[config.mk]
export PLATFORM = sky130hd
export DESIGN_NAME = serial_add_ctrl
export DESIGN_NICKNAME = d
export VERILOG_FILES = /design/src/rtl/serial_add_ctrl.sv
export SDC_FILE = /design/constraint.sdc
export NUM_CORES = 1
export LEC_CHECK = 0
export BUFFER_PORTS_ARGS = -buffer_cell sky130_fd_sc_hd__buf_2
export CAP_MARGIN = 20
export CORE_ASPECT_RATIO = 0.75
export CORE_MARGIN = 3
export CORE_UTILIZATION = 60
export CTS_CLUSTER_DIAMETER = 30
export DETAILED_ROUTE_END_ITERATION = 10
export GPL_ROUTABILITY_DRIVEN = 0
export PLACE_DENSITY_LB_ADDON = 0.12
export SYNTH_ARGS = -nofsm -noshare
export SYNTH_HDL_FRONTEND = slang
export SYNTH_SLANG_ARGS = --single-unit
export TNS_END_PERCENT = 30
[constraint.sdc]
create_clock -name clk -period 6 [get_ports clk]
set_clock_uncertainty 0.05 [all_clocks]
set_input_delay 0.3 -clock clk [delete_from_list [all_inputs] [get_ports clk]]
set_output_delay 0.3 -clock clk [all_outputs]
set_load 0.05 [all_outputs]
[src/rtl/serial_add_ctrl.sv]
// Byte-serial W-bit adder: one shared 8-bit add stage, LSB slice first.
// Optional subtract mode when SERIAL_ADD_SUB_EN is defined (adds port sub).
module serial_add_ctrl #(
   parameter int unsigned NBYTES = 4
) (
   input  logic                  clk,
   input  logic                  rst,
   input  logic                  start,
   input  logic [8*NBYTES-1:0]   a,
   input  logic [8*NBYTES-1:0]   b,
   input  logic                  cin,
`ifdef SERIAL_ADD_SUB_EN
   input  logic                  sub,
`endif
   output logic                  busy,
   output logic                  done,
   output logic [8*NBYTES-1:0]   sum,
   output logic                  cout
);

   localparam int unsigned W    = 8 * NBYTES;
   localparam int unsigned IDXW = (NBYTES > 1) ? $clog2(NBYTES) : 1;
   localparam logic [IDXW-1:0] LAST_IDX = IDXW'(NBYTES - 1);

   typedef enum logic [1:0] {
      IDLE = 2'd0,
      RUN  = 2'd1,
      DONE = 2'd2
   } state_t;

   state_t          state_q, state_d;
   logic [W-1:0]    a_q, b_q, work_q, work_d;
   logic [IDXW-1:0] idx_q;
   logic            carry_q;
`ifdef SERIAL_ADD_SUB_EN
   logic            sub_q;
`endif

   logic            capture, step, load_res;
   logic            busy_d, done_d;
   logic [7:0]      a8, b8, s8;
   logic            c8;

   // State register
   always_ff @(posedge clk) begin
      if (rst) state_q <= IDLE;
      else     state_q <= state_d;
   end

   // Next state and registered-output next values
   always_comb begin
      state_d  = state_q;
      capture  = 1'b0;
      step     = 1'b0;
      load_res = 1'b0;
      busy_d   = 1'b0;
      done_d   = 1'b0;
      case (state_q)
         IDLE: begin
            if (start) begin
               state_d = RUN;
               capture = 1'b1;
               busy_d  = 1'b1;
            end
         end
         RUN: begin
            step   = 1'b1;
            busy_d = 1'b1;
            if (idx_q == LAST_IDX) begin
               state_d  = DONE;
               load_res = 1'b1;
               busy_d   = 1'b0;
               done_d   = 1'b1;
            end
         end
         DONE: state_d = IDLE;
         default: state_d = IDLE;
      endcase
   end

   // Slice select, shared 8-bit add, and write-back of the current byte
   always_comb begin
      a8     = 8'd0;
      b8     = 8'd0;
      work_d = work_q;
      for (int i = 0; i < int'(NBYTES); i++) begin
         if (idx_q == IDXW'(i)) begin
            a8 = a_q[i*8 +: 8];
            b8 = b_q[i*8 +: 8];
         end
      end
`ifdef SERIAL_ADD_SUB_EN
      if (sub_q) b8 = ~b8;
`endif
      {c8, s8} = 9'(a8) + 9'(b8) + 9'(carry_q);
      for (int i = 0; i < int'(NBYTES); i++) begin
         if (idx_q == IDXW'(i)) work_d[i*8 +: 8] = s8;
      end
   end

   // Datapath and output registers
   always_ff @(posedge clk) begin
      if (rst) begin
         a_q     <= '0;
         b_q     <= '0;
         work_q  <= '0;
         idx_q   <= '0;
         carry_q <= 1'b0;
`ifdef SERIAL_ADD_SUB_EN
         sub_q   <= 1'b0;
`endif
         sum     <= '0;
         cout    <= 1'b0;
         busy    <= 1'b0;
         done    <= 1'b0;
      end else begin
         busy <= busy_d;
         done <= done_d;
         if (capture) begin
            a_q    <= a;
            b_q    <= b;
            work_q <= '0;
            idx_q  <= '0;
`ifdef SERIAL_ADD_SUB_EN
            sub_q   <= sub;
            carry_q <= sub ? 1'b1 : cin;
`else
            carry_q <= cin;
`endif
         end else if (step) begin
            work_q  <= work_d;
            carry_q <= c8;
            if (!load_res) idx_q <= idx_q + IDXW'(1);
         end
         if (load_res) begin
            sum  <= work_d;
            cout <= c8;
         end
      end
   end

endmodule

# After elaboration in Yosys (flattened, before gate mapping)
# Cells that the tools add are included.
# Widths: inputs -> output; s select.
dict set report word_totals {
  ff_bits 136
  latch_bits 0
  ram_bits 0
  rom_bits 0
  inputBits 68
  out_inout_bits 35
  elab_cells 50
  memories 0
}
dict set report op_classes {
  n_addsub 3
  n_mul 0
  div_mod_pow 0
  n_lt_le_gt_ge 0
  eq_ne 6
  n_shift 0
  n_mux 24
  bitwise 1
  reduce_logical 6
}
# op n
set ops {}
lappend ops {{$mux 8} 12}
lappend ops {{$add 8x8->9} 1}
lappend ops {{$add 9x1->9} 1}
lappend ops {{$mux 1} 8}
lappend ops {{$eq 2x1->1 const B} 2}
lappend ops {{$eq 2x2->1 const B} 2}
lappend ops {{$logic_not 2->1} 2}
lappend ops {{$mux 2} 2}
lappend ops {{$ne 2x2->1 const B} 2}
lappend ops {{$pmux 2 s2} 1}
lappend ops {{$reduce_and 2->1} 2}
lappend ops {{$add 2x1->2 const B} 1}
lappend ops {{$pmux 1 s2} 1}
lappend ops {{$reduce_bool 2->1} 1}
lappend ops {{$reduce_or 2->1} 1}
lappend ops {{$not 1->1} 1}

# Depth between registers and ports, before layout
# Gate-level depths: netlist (run 1).
dict set report logic_depth {
  ltp_word 9
  depth_mapped 17
  depth_no_buf 15
}

# Worst setup path after synthesis (run 1)
# OpenSTA, ideal clock, no wires.
dict set report synth_timing {
  path_type {register to register}
  from {register idx_q[1]}
  to {register sum[14]}
  arrival_time_ps 3048
  required_ps 5817
  slack_ps 2770
  path_stages_with_launch 18
  path_buffers 2
  period_less_slack_ps 3230
  cell_sequence {dfxtp_1 inv_1 ha_1 clkbuf_1 clkbuf_1 nand2_1 a21oi_1 a21oi_1 nor2_1 a21oi_1 fa_1 inv_1 fa_1 a211oi_1 o21bai_1 a211o_1 a31oi_1 a21oi_1}
}
dict set report synth_between {
  elab_chain_cells 8
  elab_cells_between_ends 17
  classes_between {add/sub: 2; eq/ne: 3; mux: 11; reduce/logical: 1}
}
# item line
set synth_rtl {}
lappend synth_rtl {{start: declaration} 33} ;# logic [IDXW-1:0] idx_q;
lappend synth_rtl {{start signal: assignment} 133} ;# if (!load_res) idx_q <= idx_q + IDXW'(1);
lappend synth_rtl {{$logic_not 2->1} 87} ;# if (idx_q == IDXW'(i)) begin
lappend synth_rtl {{$mux 8 (4 in a row)} 87}
lappend synth_rtl {{$add 8x8->9} 95} ;# {c8, s8} = 9'(a8) + 9'(b8) + 9'(carry_q);
lappend synth_rtl {{$add 9x1->9} 95}
lappend synth_rtl {{$mux 8} 97} ;# if (idx_q == IDXW'(i)) work_d[i*8 +: 8] = s8;
lappend synth_rtl {{end signal: assignment} 136} ;# sum <= work_d;
lappend synth_rtl {{end: declaration} 17} ;# output logic [8*NBYTES-1:0] sum,
# Parallel ways exist; a longest one is shown, timed or not.
# A chain may end at the register's enable or synchronous reset.

# Worst setup path in the final report (run 1)
dict set report layout_timing {
  from {register idx_q[0]}
  to {register sum[20]}
}
# The elaborated chain is that of the path after synthesis.

==> run_results.csv, run 1 <==
group,metric,value,unit
worst_setup_path,worst_r2r_startpoint,"idx_q[0]",
timing,timing.final.crit_period,3940,ps
timing,worst_slew_margin_rel,0.412,
pwr,max-vdd-ir-drop,0.200,mV
cts,tritoncts_num_sinks,128,
timing,layout_setup_ws,2060,ps
cts,skew_pair_late_insertion_delay,420,ps
cts,cts_root_buffer,"sky130_fd_sc_hd__clkbuf_16",
run_status,run_status,"finished, final reports clean",
worst_setup_path,critPathRequiredTime,6300,ps
cells_and_area,final_cell_area,0.00673,mm^2
detailed_routing,num_vias,5394,
global_routing,first_global_vias,5099,
detailed_routing,wire_per_inst,15.8,um
synth,most_common_flop_cell_mapped_by_yosys,"sky130_fd_sc_hd__dfxtp_1",
timing,fmax,254,MHz
pwr,cellLeakagePower,0.00270,uW
min_path,worst_hold_path_type,"in -> reg",
floorplan,die_area,0.0107,mm^2
floorplan,die_x,118,um
synth,yosys_register_bits,128,
cells_and_area,n_antenna_cell,0,
cts,htree_num_levels,4,
synth,yosys.area.top_type,"sky130_fd_sc_hd__dfxtp_1",
synth,syn-num-nets,818,
timing,period_share,0.657,
worst_setup_path,crit_top_cell,"sky130_fd_sc_hd__a21oi_1",
global_routing,overflow,0,
synth,ys_async_sr_fraction,0,
floorplan,chipHeight,90.3,um
detailed_routing,drc,0,
cts,tritoncts,"done",
cts,cts_hold_buffers,0,
worst_setup_path,critical_path_cell_count,15,
worst_setup_path,crit_path_max_incr_delay,490,ps
synth,syn_area_per_cell,7.71,um^2
cts,cts_setup_buffers,0,
cells_and_area,layout.filler_cells,745,
timing,setup_viol_count_final,0,
cts,clk_pin_slew_worst_paths,60,ps
synth,synth.top_cells.by_area,"sky130_fd_sc_hd__dfxtp_1 (45%), sky130_fd_sc_hd__nand2_1 (14%), sky130_fd_sc_hd__a21oi_1 (12%), sky130_fd_sc_hd__o21ai_0 (4.1%), sky130_fd_sc_hd__ha_1 (2.4%)",
worst_setup_path,crit_end,"sum[20]",
worst_setup_path,worst_path_bufs_invs,2,
worst_setup_path,timing.critical_path.from,"idx_q[0]",
pwr,powerDensity,320,mW/mm^2
timing,timing.final.max_slew_violations,0,
worst_setup_path,reg2reg_to,"sum[20]",
floorplan,io_pins,103,
worst_setup_path,ff_to_ff_setup_slack,2060,ps
placed_design,place.detailed.hpwl,10.0,mm
placed_design,placement.cell_area,0.00613,mm^2
global_routing,grt_first_pass_wirelength,24.7,mm
timing,totalNegativeSetupSlack,0,ps
global_routing,grt_antenna_before_repair,0,
synth,yosysSeqAreaShare,0.451,
synth,synth_enable_flop_cells,0,
detailed_routing,routed_wirelength,15.0,mm
timing,final_hold_viol_count,0,
worst_setup_path,timing.setup.critical_path_class,"reg -> reg",
timing,worst_slew_pin_slew,881,ps
cells_and_area,area.growth.synth_to_final,18.5,%
cts,post_cts_resized,0,
cells_and_area,layout.nets,887,
worst_setup_path,critical_path.max_fanout,31,
timing,rsz_0062_raised_after_global_routing,"false",
worst_setup_path,critPathLaunchType,"flop",
worst_setup_path,critPathArrivalTime,4240,ps
cts,cts-buffers-inserted,17,
synth,post_synth_instance_area,0.00568,mm^2
synth,synth.top_cells.by_count,"sky130_fd_sc_hd__nand2_1 (212), sky130_fd_sc_hd__a21oi_1 (136), sky130_fd_sc_hd__dfxtp_1 (128)",
synth,yosys_warnings,0,
detailed_routing,average_vias_per_placed_instance,5.70,
placed_design,dp_slack,2190,ps
floorplan,initial_utilization,0.623,
synth,cell_with_the_most_instances_after_synthesis,"sky130_fd_sc_hd__nand2_1",
worst_setup_path,timing.reg2reg.worst_path_depth,15,
worst_setup_path,crit_family,"adder cells",
global_routing,grt_start_max_net_pins,83,
placed_design,port-buffer-count,102,
floorplan,std_cell_rows,30,
cells_and_area,final_layout_size_suffix_gt1_frac,0.188,
detailed_routing,detailedRoute.firstIterationViolations,461,
synth,post_synth_num_cell_types,43,
worst_setup_path,cp_cell_sequence,"ha_1, buf_4, nand3b_1, a21oi_1, a21oi_1, nor2_1, a21oi_1, fa_1, inv_1, fa_1, a211oi_1, nor2_1, nor2_1, mux2i_1, a21oi_1",
cts,ctsLongestPathBuffers,2,
synth,postSynthCellCount,737,
synth,synth_top_area_share,0.451,
floorplan,floorplan.core_area,0.00912,mm^2
detailed_routing,drt_pass1_iterations,5,
global_routing,global_route_usage_over_all_layers,0.287,
job,maxcap_viol_count,0,
worst_setup_path,critical_path_endpoint_category,"flop",
worst_setup_path,critical_path.slowest_cell,"sky130_fd_sc_hd__ha_1",
detailed_routing,antenna_left,0,
kinds of logic after synthesis:
| group | count (synthesis) | synth area share |
|---|---|---|
| flip-flops | 128 | 0.451 |
| buffers and inverters | 69 | 0.0546 |
| AO/OA/AOI/OAI | 226 | 0.224 |
| AND/OR/NAND/NOR | 288 | 0.216 |
| adder cells (fa/ha/maj) | 13 | 0.0313 |
| multiplexers | 11 | 0.0203 |
| XOR/XNOR | 2 | 0.00308 |
state kept, by name, summed over array words and instances (netlist names):
register / count
cout: 1
sum: 32
a_q: 32
done: 1
state_q: 2
idx_q: 2
busy: 1
carry_q: 1
work_q: 24
b_q: 32
power breakdown:
part	switching [uW]	total, uW	internal [uW]
Sequential	17.9	900	882
Combinational	158	245	86.9
Clock	392	1010	619
metal layers:
metal  routed length (um)  GRT usage  vias up  part of all wire
met1                 6910      0.402     2509              0.46
li1                     -          -     2629                 -
met4                  197      0.104        0             0.013
met2                 6600      0.432      235              0.44
met3                 1300     0.0689       21             0.086
met5                    0          0        -                 0
layout make-up:
cell class                 instances  area (um^2)  share of cell area
clock buffer                      18          439              0.0652
multi-input combinational        540         2810               0.418
sequential                       128         2560               0.381
timing repair buffer             110          583              0.0866
tap                              128          160              0.0238
inverter                           9         33.8             0.00502
clock inverter                    14          143              0.0212
worst min path at each step:
stage / endpoint / slack [ps] / cells after the start / from
2_1_floorplan: work_q[11] / 380 / 2 / work_q[11]
3_3_place_gp: sum[0] / 390 / 2 / sum[0]
3_5_place_dp: sum[0] / 390 / 2 / sum[0]
4_1_cts: b_q[0] / 60 / 3 / b[0]
5_1_grt: a_q[0] / 70 / 3 / a[0]
6_report: b_q[3] / 60 / 3 / b[3]
metrics by stage:
step,std cells,total power (uW),hold slack [ps],util
2_1_floorplan,737,1080,382,-
3_5_place_dp,914,1150,393,0.672
6_report,947,2160,62.0,0.738
3_3_place_gp,914,1150,387,0.672
4_1_cts,946,2150,57.1,0.736
5_1_grt,947,2230,65.7,0.738
cell usage in the layout, fill, tap and decap left out, types with 3 or more instances in the layout:
master,count
sky130_fd_sc_hd__ha_1,11
sky130_fd_sc_hd__mux2i_1,10
sky130_fd_sc_hd__nand2_1,211
sky130_fd_sc_hd__nand2b_1,4
sky130_fd_sc_hd__a31oi_1,9
sky130_fd_sc_hd__clkinvlp_4,6
sky130_fd_sc_hd__a211oi_1,12
sky130_fd_sc_hd__and2_1,4
sky130_fd_sc_hd__a21o_1,3
sky130_fd_sc_hd__nor2_1,22
sky130_fd_sc_hd__a21oi_1,136
sky130_fd_sc_hd__nor2b_1,10
sky130_fd_sc_hd__o21ai_0,46
sky130_fd_sc_hd__clkinv_2,4
sky130_fd_sc_hd__buf_2,102
sky130_fd_sc_hd__buf_4,7
sky130_fd_sc_hd__clkbuf_16,17
sky130_fd_sc_hd__nand3b_1,16
sky130_fd_sc_hd__inv_1,9
sky130_fd_sc_hd__nand3_1,12
sky130_fd_sc_hd__dfxtp_1,128
sky130_fd_sc_hd__o211ai_1,7
worst min-delay path, stage by stage:
cell and delay (ps):
sky130_fd_sc_hd__buf_2 90, sky130_fd_sc_hd__nand2_1 40, sky130_fd_sc_hd__a21oi_1 50
No activity file was read; power rests on OpenSTA's default activity.
==> run 2, diff against run 1 <==
--- a/config.mk
+++ b/config.mk
@@ -9,7 +9,7 @@
 export CAP_MARGIN = 20
 export CORE_ASPECT_RATIO = 0.75
 export CORE_MARGIN = 3
-export CORE_UTILIZATION = 60
+export CORE_UTILIZATION = 55
 export CTS_CLUSTER_DIAMETER = 30
 export DETAILED_ROUTE_END_ITERATION = 10
 export GPL_ROUTABILITY_DRIVEN = 0
==> constraint.sdc (replaced) <==
create_clock -name clk -period 3.7 [get_ports clk]
set_clock_uncertainty 0.05 [all_clocks]
set_input_delay 0.185 -clock clk [delete_from_list [all_inputs] [get_ports clk]]
set_output_delay 0.185 -clock clk [all_outputs]
set_load 0.05 [all_outputs]
==> run 2 against run 1 <==
  * Critical path type unchanged
  * Flip-flop and latch count did not move
  * Clock power is 75% higher
  * Hold slack lost 24 ps
  * Cell count increased by 8.0%
  * Setup slack got worse by 1800 ps
  * Core utilization is 2.1 points higher
  * Sequential power grew 62%
  * Highest routed layer unchanged
==> run_results.csv, run 2 (synthesis gave the netlist of run 1 again) <==
group,metric,value,unit
cells_and_area,commonest_cells_after_routing_fill_and_taps_aside,"sky130_fd_sc_hd__nand2_1 (211), sky130_fd_sc_hd__a21oi_1 (136), sky130_fd_sc_hd__dfxtp_1 (128)",
worst_setup_path,critPathLaunchType,"flop",
worst_setup_path,crit_end,"sum[22]",
floorplan,std_cell_rows,31,
worst_setup_path,critical_path.max_fanout,15,
global_routing,grt_start_max_net_pins,66,
timing,period_share,0.930,
worst_setup_path,critical_path_endpoint_category,"flop",
timing,final_hold_viol_count,0,
global_routing,grt_antenna_before_repair,0,
detailed_routing,detailedRoute.firstIterationViolations,436,
worst_setup_path,reg2reg_to,"sum[22]",
min_path,worst_hold_path_type,"in -> reg",
detailed_routing,drc,0,
floorplan,io_pins,103,
pwr,max-vdd-ir-drop,0.371,mV
detailed_routing,antenna_left,0,
cts,tritoncts,"done",
detailed_routing,drt_pass1_iterations,5,
cts,cts_root_buffer,"sky130_fd_sc_hd__clkbuf_16",
cells_and_area,n_antenna_cell,0,
timing,rsz_0062_raised_after_global_routing,"false",
cells_and_area,mostFrequentLayoutCell,"sky130_fd_sc_hd__nand2_1",
worst_setup_path,timing.reg2reg.worst_path_depth,16,
placed_design,port-buffer-count,102,
worst_setup_path,ff_to_ff_setup_slack,260,ps
global_routing,overflow,0,
worst_setup_path,critPathArrivalTime,3680,ps
cts,ctsLongestPathBuffers,2,
floorplan,floorplan.core_area,0.00985,mm^2
detailed_routing,routed_wirelength,16.4,mm
cts,clk_pin_slew_worst_paths,60,ps
placed_design,place.detailed.hpwl,10.6,mm
timing,fmax,291,MHz
min_path,timing.hold.worst.start,"b[31]",
floorplan,die_x,123,um
run_status,run_status,"finished, final reports clean",
cells_and_area,top_regs,"a_q x32, b_q x32, sum x32",
cells_and_area,final_layout_size_suffix_gt1_frac,0.185,
global_routing,grt_first_pass_wirelength,26.1,mm
timing,totalNegativeSetupSlack,0,ps
worst_setup_path,timing.critical_path.from,"idx_q[1]",
floorplan,initial_utilization,0.577,
detailed_routing,num_vias,5693,
cells_and_area,layout.nets,959,
floorplan,die_area,0.0116,mm^2
cts,cts-buffers-inserted,17,
timing,worst_slew_margin_rel,0.468,
detailed_routing,wire_per_inst,16.0,um
worst_setup_path,critPathRequiredTime,3940,ps
global_routing,first_global_vias,5416,
cts,skew_pair_late_insertion_delay,420,ps
global_routing,global_route_usage_over_all_layers,0.291,
pwr,cellLeakagePower,0.00304,uW
timing,timing.final.crit_period,3440,ps
cts,htree_num_levels,4,
worst_setup_path,timing.setup.critical_path_class,"reg -> reg",
cts,tritoncts_num_sinks,128,
pwr,powerDensity,493,mW/mm^2
pwr,total_power,3690,uW
worst_setup_path,worst_r2r_startpoint,"idx_q[1]",
floorplan,chipHeight,94.0,um
timing,timing.final.max_slew_violations,0,
cells_and_area,area.growth.synth_to_final,31.7,%
job,maxcap_viol_count,0,
detailed_routing,average_vias_per_placed_instance,5.57,
timing,setup_viol_count_final,0,
timing,worst_slew_pin_slew,797,ps
[run 2: cell count changes in the layout (fill, tap and decap cells not counted), sizes merged]
cell,before,now
buf,110,118
bufinv,2,4
clkinv,6,8
clkinvlp,6,2
dlygate4sd3,0,64
[run 2: critical path: stages (launching register included)]
cell and delay, ps:
sky130_fd_sc_hd__dfxtp_1 380, sky130_fd_sc_hd__inv_1 90, sky130_fd_sc_hd__ha_1 220, sky130_fd_sc_hd__buf_4 180, sky130_fd_sc_hd__nand2_1 70, sky130_fd_sc_hd__a21oi_1 70, sky130_fd_sc_hd__a21oi_1 140, sky130_fd_sc_hd__nor2_1 50
sky130_fd_sc_hd__a21oi_1 200, sky130_fd_sc_hd__fa_1 270, sky130_fd_sc_hd__inv_1 70, sky130_fd_sc_hd__fa_1 440, sky130_fd_sc_hd__a211oi_2 280, sky130_fd_sc_hd__o21bai_1 130, sky130_fd_sc_hd__a211o_1 360, sky130_fd_sc_hd__a31oi_1 220
sky130_fd_sc_hd__a21oi_1 90
[run 2: routing by layer]
metal	global-route usage	share of wire
met5	0	0
met2	0.456	0.46
met1	0.391	0.45
met4	0.108	0.019
met3	0.0692	0.075
[run 2: what timing repair did]
| action | in CTS | in global routing |
|---|---|---|
| resized for setup | 0 | 4 |
| hold buffers | 64 | 0 |
| hold endpoints to repair | 64 | 0 |
| endpoints found under the setup margin | 0 | 16 |
| setup buffers | 0 | 0 |
[run 2: metrics by stage]
| stage | util | cells | hold WS [ps] | area, um^2 | setup WS [ps] |
|---|---|---|---|---|---|
| floorplan | - | 737 | 271 | 5680 | 470 |
| global placement | 0.630 | 927 | 376 | 6200 | 442 |
| finish | 0.760 | 1023 | 38.2 | 7480 | 260 |
| CTS | 0.759 | 1023 | 5.91 | 7470 | 171 |
| global route | 0.760 | 1023 | 29.3 | 7480 | 2.20 |
| detailed placement | 0.630 | 927 | 382 | 6200 | 174 |
[run 2: worst min-delay path by stage]
stage / endpoint / slack [ps] / cells after the start
3_3_place_gp: a_q[4] / 380 / 3
2_1_floorplan: a_q[0] / 270 / 2
5_1_grt: b_q[31] / 30 / 3
3_5_place_dp: b_q[16] / 380 / 3
6_report: b_q[31] / 40 / 3
4_1_cts: b_q[31] / 6 / 3
[run 2: power by group]
group	internal, uW	switching, uW
registers	1430	32.3
logic	190	267
clock network	1140	628
total	2760	927
[run 2: final cells by class]
| type | count | area [um^2] |
|---|---|---|
| Clock buffer | 18 | 439 |
| Clock inverter | 14 | 190 |
| Fill cell | 728 | 2370 |
| Inverter | 9 | 33.8 |
| Multi-Input combinational cell | 540 | 2820 |
| Sequential cell | 128 | 2560 |
| Tap cell | 132 | 165 |
| Timing Repair Buffer | 182 | 1270 |
